$ cat config.mk
export PLATFORM = sky130hd
export DESIGN_NAME = pipe_trace_buf
export DESIGN_NICKNAME = d
export VERILOG_FILES = /design/src/rtl/pipe_trace_buf.sv
export SDC_FILE = /design/constraint.sdc
export NUM_CORES = 2
export LEC_CHECK = 0
export CAP_MARGIN = 25
export CORE_ASPECT_RATIO = 1.4
export CORE_MARGIN = 1.5
export CORE_UTILIZATION = 50
export CTS_CLUSTER_DIAMETER = 80
export DETAILED_ROUTE_END_ITERATION = 8
export PLACE_DENSITY = 0.71
export SLEW_MARGIN = 5
export SYNTH_ARGS = -nofsm -noshare
export SYNTH_HDL_FRONTEND = slang
export SYNTH_SLANG_ARGS = --single-unit
$ cat constraint.sdc
create_clock -name clk -period 50.1 [get_ports clk]
set_input_delay 10.02 -clock clk [delete_from_list [all_inputs] [get_ports clk]]
set_output_delay 10.02 -clock clk [all_outputs]
set_load 0.02 [all_outputs]
$ cat src/rtl/pipe_trace_buf.sv
// Pipeline trace capture: circular buffer of {stamp, pc, stage_ins}, HALT-triggered freeze, oldest-first readout.
// Latency: writes take effect at the sampling edge; a pop shows rd_data/rd_valid one cycle after rd_en.
// Backpressure: none; the core is never stalled, and the oldest entry is overwritten when the buffer is full.
//
// Ports:
//   clk, rst        clock and synchronous active-low reset
//   en, pc          sample qualifier and fetch PC of the current cycle
//   stage_ins       per-stage instruction words, stage 0 = ID in the low word, last stage = WB
//   rearm           pulse: empty the buffer and return to capture
//   rd_en           pop request, honoured only once capture is done and entries remain
//   rd_data         popped entry {stamp, pc, stage_ins}, valid when rd_valid is high
//   count           entries held
//   done, triggered capture status decoded from the state register
module pipe_trace_buf #(
   parameter int unsigned NUM_STAGE = 4,
   parameter int unsigned DEPTH     = 16,
   parameter int unsigned POST_TRIG = 4,
   parameter logic [5:0]  HALT_OP   = 6'h3f
) (
   input  logic                          clk,
   input  logic                          rst,
   input  logic                          en,
   input  logic [31:0]                   pc,
   input  logic [32*NUM_STAGE-1:0]       stage_ins,
   input  logic                          rearm,
   input  logic                          rd_en,
   output logic [32*(NUM_STAGE+2)-1:0]   rd_data,
   output logic                          rd_valid,
   output logic [$clog2(DEPTH):0]        count,
   output logic                          done,
   output logic                          triggered
);

   localparam int unsigned AW = $clog2(DEPTH);
   localparam int unsigned EW = 32 * (NUM_STAGE + 2);
   localparam logic [AW:0] CNT_FULL = (AW + 1)'(DEPTH);

   typedef enum logic [1:0] {
      ST_ARM,
      ST_POST,
      ST_DONE
   } state_t;

   state_t            state;
   state_t            state_nxt;
   logic [31:0]       stamp;
   logic [AW-1:0]     wr_ptr;
   logic [AW-1:0]     rd_ptr;
   logic [AW-1:0]     post_cnt;
   logic [EW-1:0]     mem [DEPTH];
   logic              trig;
   logic              wr_go;
   logic              pop_go;
   logic              full;

   // Only the opcode field of the last-stage word is inspected.
   assign trig = (stage_ins[32*NUM_STAGE-1 -: 6] == HALT_OP);
   assign full = (count == CNT_FULL);

   assign done      = (state == ST_DONE);
   assign triggered = (state != ST_ARM);

   // Next-state and datapath strobes. rearm dominates every other request.
   always_comb begin
      state_nxt = state;
      wr_go     = 1'b0;
      pop_go    = 1'b0;
      if (rearm) begin
         state_nxt = ST_ARM;
      end else begin
         case (state)
            ST_ARM: begin
               wr_go = en;
               if (en && trig) begin
                  state_nxt = (POST_TRIG == 0) ? ST_DONE : ST_POST;
               end
            end
            ST_POST: begin
               wr_go = en;
               if (en && (post_cnt == AW'(1))) begin
                  state_nxt = ST_DONE;
               end
            end
            ST_DONE: begin
               pop_go = rd_en && (count != '0);
            end
            default: begin
               state_nxt = ST_ARM;
            end
         endcase
      end
   end

   always_ff @(posedge clk) begin
      if (!rst) begin
         state <= ST_ARM;
      end else begin
         state <= state_nxt;
      end
   end

   always_ff @(posedge clk) begin
      if (!rst) begin
         stamp    <= '0;
         wr_ptr   <= '0;
         rd_ptr   <= '0;
         count    <= '0;
         post_cnt <= '0;
         rd_data  <= '0;
         rd_valid <= 1'b0;
      end else begin
         // Timestamp runs on every clock, independent of capture state.
         stamp <= stamp + 32'd1;
         if (rearm) begin
            wr_ptr   <= '0;
            rd_ptr   <= '0;
            count    <= '0;
            post_cnt <= '0;
            rd_valid <= 1'b0;
         end else begin
            rd_valid <= pop_go;
            if (wr_go) begin
               wr_ptr <= wr_ptr + AW'(1);
               // A full buffer drops its oldest entry to make room.
               if (full) begin
                  rd_ptr <= rd_ptr + AW'(1);
               end else begin
                  count <= count + (AW + 1)'(1);
               end
               if (state == ST_ARM) begin
                  if (trig) begin
                     post_cnt <= AW'(POST_TRIG);
                  end
               end else begin
                  post_cnt <= post_cnt - AW'(1);
               end
            end
            if (pop_go) begin
               rd_data <= mem[rd_ptr];
               rd_ptr  <= rd_ptr + AW'(1);
               count   <= count - (AW + 1)'(1);
            end
         end
      end
   end

   // Storage is not reset; entries are only ever read after being written.
   always_ff @(posedge clk) begin
      if (rst && wr_go) begin
         mem[wr_ptr] <= {stamp, pc, stage_ins};
      end
   end

endmodule

==> flow_summary.json <==
{
  "status": "finished clean",
  "grt_pass1_vias": 61700,
  "fp.dieW_um": 424,
  "crit_slowest_cell": "buf_4",
  "cp_top_family": "buffers and inverters",
  "synth_common_cells": "3072 x edfxtp_1, 684 x mux4_2, 482 x mux2i_1",
  "synth.avg_cell_area_um2": 22.1,
  "yosysSeqAreaShare_pct": 78.4,
  "relSlewSlack_pct": 22.6,
  "worst-path-buf-inv": 4,
  "cts_tree": "built",
  "synth_edf_count": 3072,
  "area_growth_pct": 14.6,
  "r2r-end": "rd_data[80]",
  "grt_setup_unrepaired": "no",
  "yosysMostFrequentCell": "edfxtp_1",
  "async_flop_share_pct": 0,
  "required_ns": 50.55,
  "start_kind": "input pin",
  "crit_fanout": 85,
  "post_cts_buffers": 0,
  "min_path_type": "reg2reg",
  "post-route-period-util_pct": 29.0,
  "r2r_start": "rd_ptr[1]",
  "grt_usage_pct": 22.7,
  "reg2regPathDepth": 8,
  "io_pins": 365,
  "finalClockSkew_ns": 0.0460,
  "nNetsFinal": 6253,
  "peakVddDrop_uv": 32.8,
  "route.detailed.drc": 0,
  "tightest_slew_ns": 1.13,
  "slowest_delay_ns": 0.78,
  "drt_iter0_markers": 6383,
  "layout_setup_ws_ns": 35.58,
  "via_per_inst": 6.14,
  "synth_top_area_share_pct": 74.4,
  "cp-startpoint": "rst",
  "leakage_nw": 41.9,
  "synthCells": 5598,
  "num_rows": 216,
  "place_ws_ns": 34.72,
  "gp_congestion": 0.753,
  "start_util_pct": 50.2,
  "htreeDepth": 5,
  "synth_ff_type": "edfxtp_1",
  "overflow": 0,
  "synth.ff_latch_count": 3316,
  "nFillCells": 17400,
  "num_vias": 59100,
  "clk_latency_ns": 0.86,
  "drt-total-wl_um": 287000,
  "clkSinkCount": 3316,
  "holdBufCountCts": 0,
  "drv_cap": 0,
  "die_area_um2": 251000,
  "yosys.area.top_type": "edfxtp_1",
  "reg2reg_slack_ns": 43.93,
  "crit_path_end": "mem[5][86]",
  "antenna_found_initial": 41,
  "fmax_mhz": 68.9,
  "p_per_area_nw_per_um2": 38.5,
  "hold_viol": 0,
  "worst_hold_slack_ns": 0.495,
  "die_y_um": 592,
  "critPathArrivalTime_ns": 14.97,
  "setup_viol": 0,
  "tns_ns": 0,
  "cts.repair.resized": 0,
  "drive_gt1_share_pct": 20.6,
  "synth_area_leaders": "edfxtp_1 74%, mux4_2 12%, dfxtp_1 3.9%",
  "drtAntennaViolNets": 0,
  "cts_root_buffer": "clkbuf_16",
  "path_cells": "buf_8, nand2b_1, nor2_1, nand2_1, nor2_4, buf_4, buf_4, buf_4",
  "grt_max_degree": 147,
  "syn_nets": 5775,
  "dr.pass1.iters": 5,
  "portBuffers": 364,
  "clk_pin_slew_worst_paths_ns": 0.06,
  "cts_buffers": 308,
  "layout_min_cycle_time_ns": 14.52,
  "totalPowerFinal_mw": 5.47,
  "netlist_area_um2": 124000,
  "maxSlewViolCount": 0,
  "critPathKind": "in2reg",
  "grt_pass1_wl_um": 417000,
  "yosys_warnings": 0,
  "crit_top_cell": "buf_4",
  "ys_types": 48,
  "coreArea_um2": 247000,
  "cp.depth": 8,
  "cp-end-kind": "flip-flop",
  "clockBufferDepth": 4,
  "hpwl_um": 157000,
  "wl_per_cell_um": 29.8
}
-- worst register-to-register path, stage by stage (launching register included) --
cell and delay [ns]:
dfxtp_4 0.75, buf_4 0.79, buf_4 0.79, buf_4 0.79, buf_12 0.61, buf_4 1.11
mux4_2 0.70, mux2i_1 0.29, o221ai_1 0.18
-- registers in the layout, indices dropped and copies added (netlist names) --
signal / count
wr_ptr: 4
rd_data: 192
state: 2
post_cnt: 4
count: 5
rd_valid: 1
mem: 3072
rd_ptr: 4
stamp: 32
-- report_power, final --
part           total (mW)  leakage [nW]  internal [mW]  switching [mW]
combinational      0.0638          7.66         0.0189          0.0449
clock                2.38          5.04           1.38           0.999
sequential           3.02          29.2           3.02         0.00268
-- cell families after synthesis --
logic type,synth area share [%]
buf+inv,1.19
compound gates,2.18
xor+xnor,0.283
flops,78.4
mux,16.4
fa+ha+maj,0.127
simple gates,1.48
-- worst min-delay path by stage --
stage | startpoint | end | cells after the start
floorplan | post_cnt[3] | post_cnt[3] | 2
global placement | rd_data[117] | rd_data[117] | 2
detailed placement | rd_data[141] | rd_data[141] | 1
CTS | rd_data[141] | rd_data[141] | 1
global route | rd_data[141] | rd_data[141] | 1
finish | rd_data[189] | rd_data[189] | 2
-- layout make-up --
class / instances / area [µm²] / share of cell area [%]
clock buffers: 411 / 8650 / 6.09
flip-flops and latches: 3316 / 97100 / 68.4
repair buffers: 487 / 4920 / 3.47
diodes: 19 / 47.5 / 0.0335
multi-input cells: 1951 / 25500 / 17.9
well taps: 3270 / 4090 / 2.88
inverters: 12 / 45.0 / 0.0317
clock inverters: 149 / 1640 / 1.16
-- cell usage in the layout (no fill, tap or decap), types with 8 or more instances in the layout --
cell	netlist	final
bufinv_16	0	32
nor3_1	31	27
diode_2	0	19
o22ai_1	84	84
clkinv_2	0	48
a2111oi_0	9	8
inv_6	0	10
buf_12	0	15
xor2_1	11	11
dfxtp_1	244	241
inv_1	11	11
buf_16	0	8
edfxtp_1	3072	3072
clkinv_1	0	40
clkbuf_16	0	318
xnor2_1	29	29
o21ai_0	41	41
clkbuf_1	136	59
nor2_4	0	12
ha_1	11	11
buf_4	20	98
mux2i_1	482	482
nand4_1	11	11
a31oi_1	8	8
and2_1	31	31
a21oi_1	54	54
nand3_1	173	172
o221ai_1	156	156
nor2_1	37	25
clkinvlp_4	0	9
nor2b_1	11	10
nand2_1	23	23
clkbuf_8	0	34
a22oi_1	16	16
mux4_2	684	684
clkdlybuf4s50_1	0	363
-- metrics by stage --
step	area [µm²]	utilization (%)	std cells
4_1_cts	142000	57.4	9585
5_1_grt	142000	57.5	9604
3_5_place_dp	131000	53.3	9025
2_1_floorplan	124000	-	5598
6_report	142000	57.5	9615
3_3_place_gp	131000	53.2	9021
-- routing by layer --
layer	global-route usage [%]	routed length, µm	up-vias
li1	-	-	24600
met1	30.0	111000	31600
met2	38.0	145000	2435
met3	4.47	21800	456
met4	7.14	8260	22
met5	0	150	-
Note: power is estimated with default switching activity, not from simulation.
